===== src/rtl/param_serializer.sv =====
// -----------------------------------------------------------------------------
// param_serializer
//
// Parallel-to-serial transmitter with a programmable bit-clock divider,
// selectable bit order and a one-word holding register.
//
// A producer writes a word with store while empty=1. The word waits in the
// holding register until the shifter is free. It then moves into the shifter
// and is sent one bit per bit period. A word held when a frame ends starts on
// that same edge, so back-to-back frames have no gap.
//
// Bit period = 2*(D+1) clock cycles, where D is the divider value latched at
// load. ser_clock is low for the first half and high for the second half.
// ser_data changes only at the start of a bit period.
//
// Build option:
//   SERIALIZER_PARITY_EN - appends one even-parity bit (XOR of the data bits)
//                          after the data bits, timed like a data bit.
//
// Parameters:
//   WIDTH      data bits per frame (>= 2)
//   DIV_WIDTH  width of the divider input and of the divide counter
//
// Ports:
//   clock      system clock, all logic on posedge
//   reset      asynchronous, active-high reset
//   par_data   word to transmit, sampled when accepted
//   store      write strobe, accepted only while empty=1
//   divider    half-bit period minus one, in clock cycles
//   msb_first  0 = LSB first, 1 = MSB first
//   ser_clock  serial bit clock
//   ser_data   serial data, valid at the ser_clock rising edge
//   empty      holding register free
//   busy       frame shifting
//   done       one-cycle pulse at frame end
// -----------------------------------------------------------------------------
module param_serializer #(
   parameter int WIDTH     = 8,
   parameter int DIV_WIDTH = 16
) (
   input  logic                 clock,
   input  logic                 reset,
   input  logic [WIDTH-1:0]     par_data,
   input  logic                 store,
   input  logic [DIV_WIDTH-1:0] divider,
   input  logic                 msb_first,
   output logic                 ser_clock,
   output logic                 ser_data,
   output logic                 empty,
   output logic                 busy,
   output logic                 done
);

   localparam int CNT_W = $clog2(WIDTH + 1);

`ifdef SERIALIZER_PARITY_EN
   typedef enum logic [1:0] {IDLE = 2'd0, SHIFT = 2'd1, PARITY = 2'd2} state_t;
`else
   typedef enum logic [1:0] {IDLE = 2'd0, SHIFT = 2'd1} state_t;
`endif

   state_t                 state;
   state_t                 state_nxt;

   logic [WIDTH-1:0]       hold_data;
   logic                   hold_valid;
   logic [WIDTH-1:0]       shift_reg;
   logic [WIDTH-1:0]       shift_nxt;
   logic [DIV_WIDTH-1:0]   div_lat;
   logic                   msb_lat;
   logic [DIV_WIDTH-1:0]   div_cnt;
   logic [CNT_W-1:0]       bit_cnt;
   logic                   phase;      // 0 = low half, 1 = high half of the bit
   logic                   data_bit;
   logic                   done_q;
`ifdef SERIALIZER_PARITY_EN
   logic                   parity_lat;
`endif

   logic                   half_end;
   logic                   period_end;
   logic                   last_bit;
   logic                   frame_end;
   logic                   load;

   // Timing decodes. Comparing against the latched divider (rather than
   // adding one to it) keeps D = all-ones free of overflow.
   always_comb begin
      // NOTE: every signal gets a value on every path of a combinational block,
      // otherwise synthesis infers a latch.
      half_end   = (div_cnt == div_lat);
      period_end = (state != IDLE) && phase && half_end;
      last_bit   = (bit_cnt == CNT_W'(WIDTH - 1));
`ifdef SERIALIZER_PARITY_EN
      frame_end  = (state == PARITY) && period_end;
`else
      frame_end  = (state == SHIFT) && period_end && last_bit;
`endif
      // The shifter takes the held word when idle or on the edge that ends a
      // frame, which is what makes back-to-back frames gap-free.
      load       = hold_valid && ((state == IDLE) || frame_end);
      shift_nxt  = msb_lat ? (shift_reg << 1) : (shift_reg >> 1);
   end

   // State register
   always_ff @(posedge clock or posedge reset) begin
      if (reset) begin
         state <= IDLE;
      end else begin
         // NOTE: sequential state uses non-blocking assignments so every
         // register samples the values from before the edge.
         state <= state_nxt;
      end
   end

   // Next-state logic
   always_comb begin
      state_nxt = state;
      case (state)
         IDLE: begin
            if (load) state_nxt = SHIFT;
         end
         SHIFT: begin
`ifdef SERIALIZER_PARITY_EN
            if (period_end && last_bit) state_nxt = PARITY;
`else
            if (frame_end) state_nxt = load ? SHIFT : IDLE;
`endif
         end
`ifdef SERIALIZER_PARITY_EN
         PARITY: begin
            if (frame_end) state_nxt = load ? SHIFT : IDLE;
         end
`endif
         default: state_nxt = IDLE;
      endcase
   end

   // Output logic
   always_comb begin
      busy      = (state != IDLE);
      ser_clock = busy && phase;
      ser_data  = data_bit;
      done      = done_q;
      empty     = !hold_valid;
   end

   // Holding register, shifter and counters
   always_ff @(posedge clock or posedge reset) begin
      if (reset) begin
         hold_data  <= '0;
         hold_valid <= 1'b0;
         shift_reg  <= '0;
         div_lat    <= '0;
         msb_lat    <= 1'b0;
         div_cnt    <= '0;
         bit_cnt    <= '0;
         phase      <= 1'b0;
         data_bit   <= 1'b0;
         done_q     <= 1'b0;
`ifdef SERIALIZER_PARITY_EN
         parity_lat <= 1'b0;
`endif
      end else begin
         done_q <= frame_end;

         // Accept and load are mutually exclusive: accept needs an empty
         // holding register, load needs a full one.
         if (store && !hold_valid) begin
            hold_data  <= par_data;
            hold_valid <= 1'b1;
         end else if (load) begin
            hold_valid <= 1'b0;
         end

         if (load) begin
            shift_reg  <= hold_data;
            div_lat    <= divider;
            msb_lat    <= msb_first;
            div_cnt    <= '0;
            bit_cnt    <= '0;
            phase      <= 1'b0;
            data_bit   <= msb_first ? hold_data[WIDTH-1] : hold_data[0];
`ifdef SERIALIZER_PARITY_EN
            parity_lat <= ^hold_data;
`endif
         end else if (state != IDLE) begin
            if (half_end) begin
               div_cnt <= '0;
               phase   <= !phase;
               if (phase) begin
                  if (frame_end) begin
                     data_bit <= 1'b0;
                     bit_cnt  <= '0;
`ifdef SERIALIZER_PARITY_EN
                  end else if (last_bit) begin
                     data_bit <= parity_lat;
`endif
                  end else begin
                     shift_reg <= shift_nxt;
                     data_bit  <= msb_lat ? shift_nxt[WIDTH-1] : shift_nxt[0];
                     bit_cnt   <= bit_cnt + CNT_W'(1);
                  end
               end
            end else begin
               div_cnt <= div_cnt + DIV_WIDTH'(1);
            end
         end
      end
   end

endmodule

===== config.mk =====
export PLATFORM = sky130hd
export DESIGN_NAME = param_serializer
export DESIGN_NICKNAME = d
export VERILOG_FILES = /design/src/rtl/param_serializer.sv
export SDC_FILE = /design/constraint.sdc
export NUM_CORES = 1
export LEC_CHECK = 0
export CORE_ASPECT_RATIO = 0.8
export CORE_MARGIN = 2
export CORE_UTILIZATION = 47
export CTS_CLUSTER_DIAMETER = 80
export DETAILED_ROUTE_END_ITERATION = 8
export GPL_TIMING_DRIVEN = 0
export PLACE_DENSITY = 0.73
export RECOVER_POWER = 50
export SLEW_MARGIN = 15
export SYNTH_ARGS = -nofsm -noshare
export SYNTH_HDL_FRONTEND = slang
export SYNTH_SLANG_ARGS = --single-unit

===== constraint.sdc =====
create_clock -name clock -period 5.25 [get_ports clock]
set_clock_uncertainty 0.2 [all_clocks]
set_input_delay 1.05 -clock clock [delete_from_list [all_inputs] [get_ports clock]]
set_output_delay 1.05 -clock clock [all_outputs]
set_load 0.01 [all_outputs]

==> reports/metrics.cfg, run 1 <==
[clock_tree]
h-tree-depth=3
cts.sinks=58
post_cts_buffers=0
cts_tree=built
cts-resized-gates=0
cts_root_buf=clkbuf_8
cts_made_buffers=9
clk_pin_slew_ns=0.07
hold_buffers=0
cts_buffer_depth=2
clk_latency_ns=0.34

[placement]
place_congestion=0.818
dpl.hpwl_mm=4.28
port_buffers=32

[floorplan]
die_h_um=74.5
ios=33
floorplan.initialDensity_pct=48.9
die-area_um2=6870
chipWidth_um=92.2
core_um2=5970
num_rows=25

[outcome]
outcome=finished with violations
violations=capacitance limit, slew limit

[detailed_routing]
drt-total-wl_mm=6.29
num_vias=2194
detail_route.wl_per_cell_um=15.6
drtAntennaViolNets=0
route.detailed.drc=0
vias_per_cell=5.43
dr.pass1.iters=4
drtIter0Drc=183

[timing]
grt_setup_unrepaired=no
worstMarginPinSlew_ns=2.59
period_share_pct=63.5
setup_violations=0
tns_ns=0
slew-limit-headroom_pct=-73.7
finalHoldViolations=0
fmax_mhz=300
hold_ws_ns=0.314
slew_viol_final=59
layout_min_cycle_time_ns=3.34

[logic_synthesis]
syn_area_per_cell_um2=10.6
ys_seq_area_share_pct=49.7
syn_nets=305
synthCells=275
synth_cell_types=38
synth_seq_cells=58
yosys_warnings=0
synth_area_um2=2920

[global_route]
grt_antenna_before_repair=0
grt_pass1_wl_mm=10.2
grt_pass1_vias=2127
grt_usage_pct=19.8
grt_max_degree=59
overflow=0

[cells_and_area]
drive_above_1_share_pct=16.4
final_nets=348
largestRegisters=div_cnt x16, div_lat x16
final_cell_mix=dfrtp_1 (58), mux2_2 (32), clkdlybuf4s50_1 (30)
multiInputGateArea_um2=1400
final_common_cell=dfrtp_1
post-route-util_pct=59.9
area_growth_syn_to_layout_pct=22.5
fill_cells=497
seqCellArea_um2=1450
diodes=0

[worst_setup_path]
path_class=flip-flop to output port
cp_data_required_time_ns=4.00
crit_fanout=10
crit_arrival_ns=2.09
critPathCaptureType=output port
cp-start-kind=flip-flop

[power_and_ir_drop]
p_per_area_nw_per_um2=363
p_leak_nw=1.55
finalPower_mw=1.30
ir_drop_uv=194

[worst_hold_path]
min_path_type=flip-flop to flip-flop

[flow_run]
maxCapViolCount=1

==> cell usage after synthesis <==
cell type,number,share of area [%]
nor2b_1,3,0.64
and3_1,2,0.43
o21a_1,1,0.26
o22ai_1,6,1.3
and2_1,3,0.64
a22oi_1,1,0.26
or2_0,1,0.21
o21ai_0,23,3.9
a21oi_1,3,0.51
nor2_1,23,3.0
o21ai_2,1,0.30
mux2_2,32,12
xor2_1,25,7.5
nand2_1,22,2.8
a221oi_1,1,0.30
clkbuf_2,1,0.17
inv_1,7,0.90
or2_2,1,0.21
nand3_1,8,1.4
a32o_1,2,0.68
and4_1,2,0.60
nor4_1,4,0.86
nand4b_1,1,0.30
mux2i_1,2,0.68
o211ai_1,3,0.77
o221ai_1,6,1.8
o311ai_0,1,0.30
clkbuf_1,7,0.90
nand2b_1,6,1.3
mux2_1,1,0.39
buf_4,1,0.26
ha_1,2,0.86
buf_2,2,0.34
nand4_1,3,0.64
and4b_1,1,0.34
nor3_1,3,0.51
xnor2_1,6,1.8
dfrtp_1,58,50
==> worst max-delay path: stages (launching register included) <==
cell and delay (ns):
dfrtp_1 0.34, clkbuf_1 0.25, clkbuf_1 0.35, nand2_1 0.19, inv_1 0.08, clkdlybuf4s50_1 0.53
==> per-layer routing <==
metal | GRT usage [%] | part of all wire [%]
met5 | 0 | 0
met4 | 6.97 | 0.95
met3 | 6.28 | 6.0
met2 | 30.1 | 44
met1 | 27.2 | 49
==> worst paths after layout <==
path	from	endpoint	slack (ns)	cells after the start
max in group asynchronous	reset	div_lat[14]	2.00	2
hold reg to reg	shift_reg[0]	shift_reg[0]	0.31	1
hold / removal	shift_reg[0]	shift_reg[0]	0.31	1
setup reg to reg	div_cnt[9]	bit_cnt[3]	2.25	7
min in group asynchronous	reset	div_lat[13]	1.68	2
setup / recovery	state[0]	ser_clock	1.91	5
==> power by group <==
part / total (mW) / switching, mW / internal, mW
logic: 0.211 / 0.0926 / 0.118
clock network: 0.495 / 0.181 / 0.315
registers: 0.592 / 0.0741 / 0.518
total: 1.30 / 0.347 / 0.951
==> cell families (layout without fill, tap and decap cells) <==
| family | Yosys count | count (layout) | synth area share [%] |
|---|---|---|---|
| AND/OR/NAND/NOR | 83 | 83 | 13.8 |
| flip-flops | 58 | 58 | 49.7 |
| AO/OA/AOI/OAI | 48 | 48 | 10.4 |
| multiplexers | 35 | 35 | 13.4 |
| XOR/XNOR | 31 | 31 | 9.29 |
| buffers and inverters | 18 | 66 | 2.57 |
| adder cells (fa/ha/maj) | 2 | 2 | 0.856 |
==> final cells by class <==
type	instances	area share [%]
plain buffers	11	1.36
clock buffers	11	3.67
clock inverters	5	2.87
inverters	7	0.769
multi-input cells	199	39.0
flip-flops and latches	58	40.5
well taps	81	2.83
repair buffers	32	8.95
==> metrics by stage <==
stage	instances	cell area (µm²)	setup slack (ns)
after floorplan	275	2920	2.57
after global routing	404	3580	1.62
after detailed placement	388	3350	2.26
after CTS	404	3580	1.88
final	404	3580	1.91
after global placement	388	3340	1.51
Power figures use the tool's default switching activity.
==> inputs of run 2 (changes only) <==
clock period = 3.1 ns   (was 5.25 ns; I/O delays follow)
==> run 2 against run 1 <==
The flow now finishes without violations. Highest routed layer unchanged. Cell area hardly changed. Register-to-register slack got worse by 2.1 ns. Hold slack about the same. Sequential power rose by 69%. Critical path type is now flip-flop to flip-flop. Die area is the same. Largest power group unchanged.
==> reports/metrics.cfg, run 2 (synthesized netlist as in run 1, its figures left out) <==
[clock_tree]
h-tree-depth=3  ; unchanged
cts.sinks=58  ; unchanged
cts_buffer_depth=2  ; unchanged
clk_latency_ns=0.34  ; about the same
cts_made_buffers=9  ; unchanged
cts_tree=built
hold_buffers=0  ; unchanged
clk_pin_slew_ns=0.07  ; about the same
cts_root_buf=clkbuf_8

[worst_setup_path]
cp_cell_sequence=xor2_1, nor4_1, nand4_1, o21ai_2, buf_4, mux2_2
critPathTopFamily=simple AND/OR/NAND/NOR gates
crit_buf_inv=1  ; -3
cpPeakStageDelay_ns=0.54  ; about the same
cp_data_required_time_ns=3.13  ; -0.87 ns
reg2reg_from=div_cnt[9]
rr_worst_depth=6  ; -1
path_class=flip-flop to flip-flop
cp.depth=6  ; +1
regToRegSetupSlack_ns=0.17  ; -2.08 ns
cp-endpoint=div_lat[8]
r2r_end=div_lat[8]
critPathCaptureType=flip-flop
crit_start=div_cnt[9]
crit_arrival_ns=2.96  ; +0.87 ns
cp-start-kind=flip-flop
crit_fanout=10  ; unchanged
crit_slowest_cell=o21ai_2

[global_route]
grt_pass1_wl_mm=10.2  ; unchanged
grt_max_degree=59  ; unchanged
grt_antenna_before_repair=0  ; unchanged
overflow=0  ; unchanged
grt_pass1_vias=2127  ; unchanged
grt_usage_pct=19.8  ; unchanged

[power_and_ir_drop]
p_leak_nw=1.56  ; +0.26%
power_switching_uw=588  ; +69%
p_per_area_nw_per_um2=614  ; +69%
internal_power_mw=1.61  ; +69%
seq_power_share_pct=45.6  ; about the same
ir_drop_uv=329  ; +69%
switching_share_pct=26.8  ; about the same
p_clk_share_pct=38.2  ; about the same
combPwrFrac_pct=16.2  ; about the same

[placement]
placedCellCount=388  ; unchanged
port_buffers=32  ; unchanged
dpl.hpwl_mm=4.28  ; unchanged
dp_slack_ns=0.295  ; -1.97 ns
place_congestion=0.818  ; unchanged

[cells_and_area]
largestRegisters=div_cnt x16, div_lat x16
post-route-util_pct=59.9  ; about the same
final_cell_mix=dfrtp_1 (58), mux2_2 (32), clkdlybuf4s50_1 (30)
area_growth_syn_to_layout_pct=22.5  ; about the same
instances_no_fill=404  ; unchanged
seqCellArea_um2=1450  ; unchanged
fill_cells=496  ; -0.20%
diodes=0  ; unchanged
final_common_cell=dfrtp_1
drive_above_1_share_pct=16.7  ; +0.31 points
final_nets=348  ; unchanged
multiInputGateArea_um2=1400  ; +0.18%

[detailed_routing]
vias_per_cell=5.48  ; +0.91%
drtIter0Drc=185  ; +1.1%
dr.pass1.iters=4  ; unchanged
num_vias=2214  ; +0.91%
drt-total-wl_mm=6.30  ; +0.29%
route.detailed.drc=0  ; unchanged
detail_route.wl_per_cell_um=15.6  ; +0.29%
drtAntennaViolNets=0  ; unchanged

[timing]
worst_slack_ns=0.167  ; -1.75 ns
period_share_pct=94.6
slew_viol_final=0  ; -100%
finalHoldViolations=0  ; unchanged
worstMarginPinSlew_ns=1.21  ; -1.38 ns
slew-limit-headroom_pct=19.4  ; +93 points
setup_violations=0  ; unchanged
grt_setup_unrepaired=no
hold_ws_ns=0.314  ; -0.0000400 ns
layout_min_cycle_time_ns=2.93
tns_ns=0  ; unchanged
fmax_mhz=341

[floorplan]
num_rows=25  ; unchanged
floorplan.initialDensity_pct=48.9  ; unchanged
core_um2=5970  ; unchanged
die_h_um=74.5  ; unchanged
die-area_um2=6870  ; unchanged
ios=33  ; unchanged
chipWidth_um=92.2  ; unchanged

[flow_run]
maxCapViolCount=0  ; -1

[outcome]
outcome=complete, no violations

[worst_hold_path]
min_path_type=flip-flop to flip-flop

[run 2: area by class of cell]
cell class | instances | area share (%)
clock buffers | 11 | 3.67
multi-input cells | 199 | 39.1
repair buffers | 32 | 8.94
flip-flops and latches | 58 | 40.5
well taps | 81 | 2.83
inverters | 7 | 0.734
clock inverters | 5 | 2.87
plain buffers | 11 | 1.36
[run 2: per-layer routing]
metal / vias to the layer above / track usage (%) / routed length, µm
met5: - / 0 / 0
met4: 0 / 6.97 / 59
met3: 6 / 6.28 / 417
met2: 68 / 30.1 / 2770
met1: 1076 / 27.2 / 3060
li1: 1064 / - / -
[run 2: per-stage QoR]
step	instance area, µm²	power (mW)
after detailed placement	3350	1.36
after global routing	3580	2.31
after floorplan	2920	1.24
final	3580	2.20
after CTS	3580	2.21
after global placement	3340	1.35
[run 2: worst min-delay path by stage]
stage                             from      endpoint  cells past startpoint
after floorplan           shift_reg[0]  shift_reg[0]                      1
final                     shift_reg[0]  shift_reg[0]                      1
after CTS                 shift_reg[0]  shift_reg[0]                      1
after global routing      shift_reg[0]  shift_reg[0]                      1
after global placement    shift_reg[0]  shift_reg[0]                      1
after detailed placement  shift_reg[0]  shift_reg[0]                      1
[run 2: repair_timing]
| action | in CTS | in global routing |
|---|---|---|
| gates resized for setup | 0 | 1 |
| hold endpoints to repair | 0 | 0 |
| setup buffers | 0 | 0 |
| setup endpoints to repair | 0 | 1 |
[run 2: power groups by stage]
stage	combinational (mW)	clock (mW)	sequential (mW)
after global routing	0.400	0.888	1.02
after detailed placement	0.350	0	1.01
after global placement	0.339	0	1.01
after CTS	0.359	0.855	0.999
after floorplan	0.265	0	0.976
final	0.357	0.839	1.00
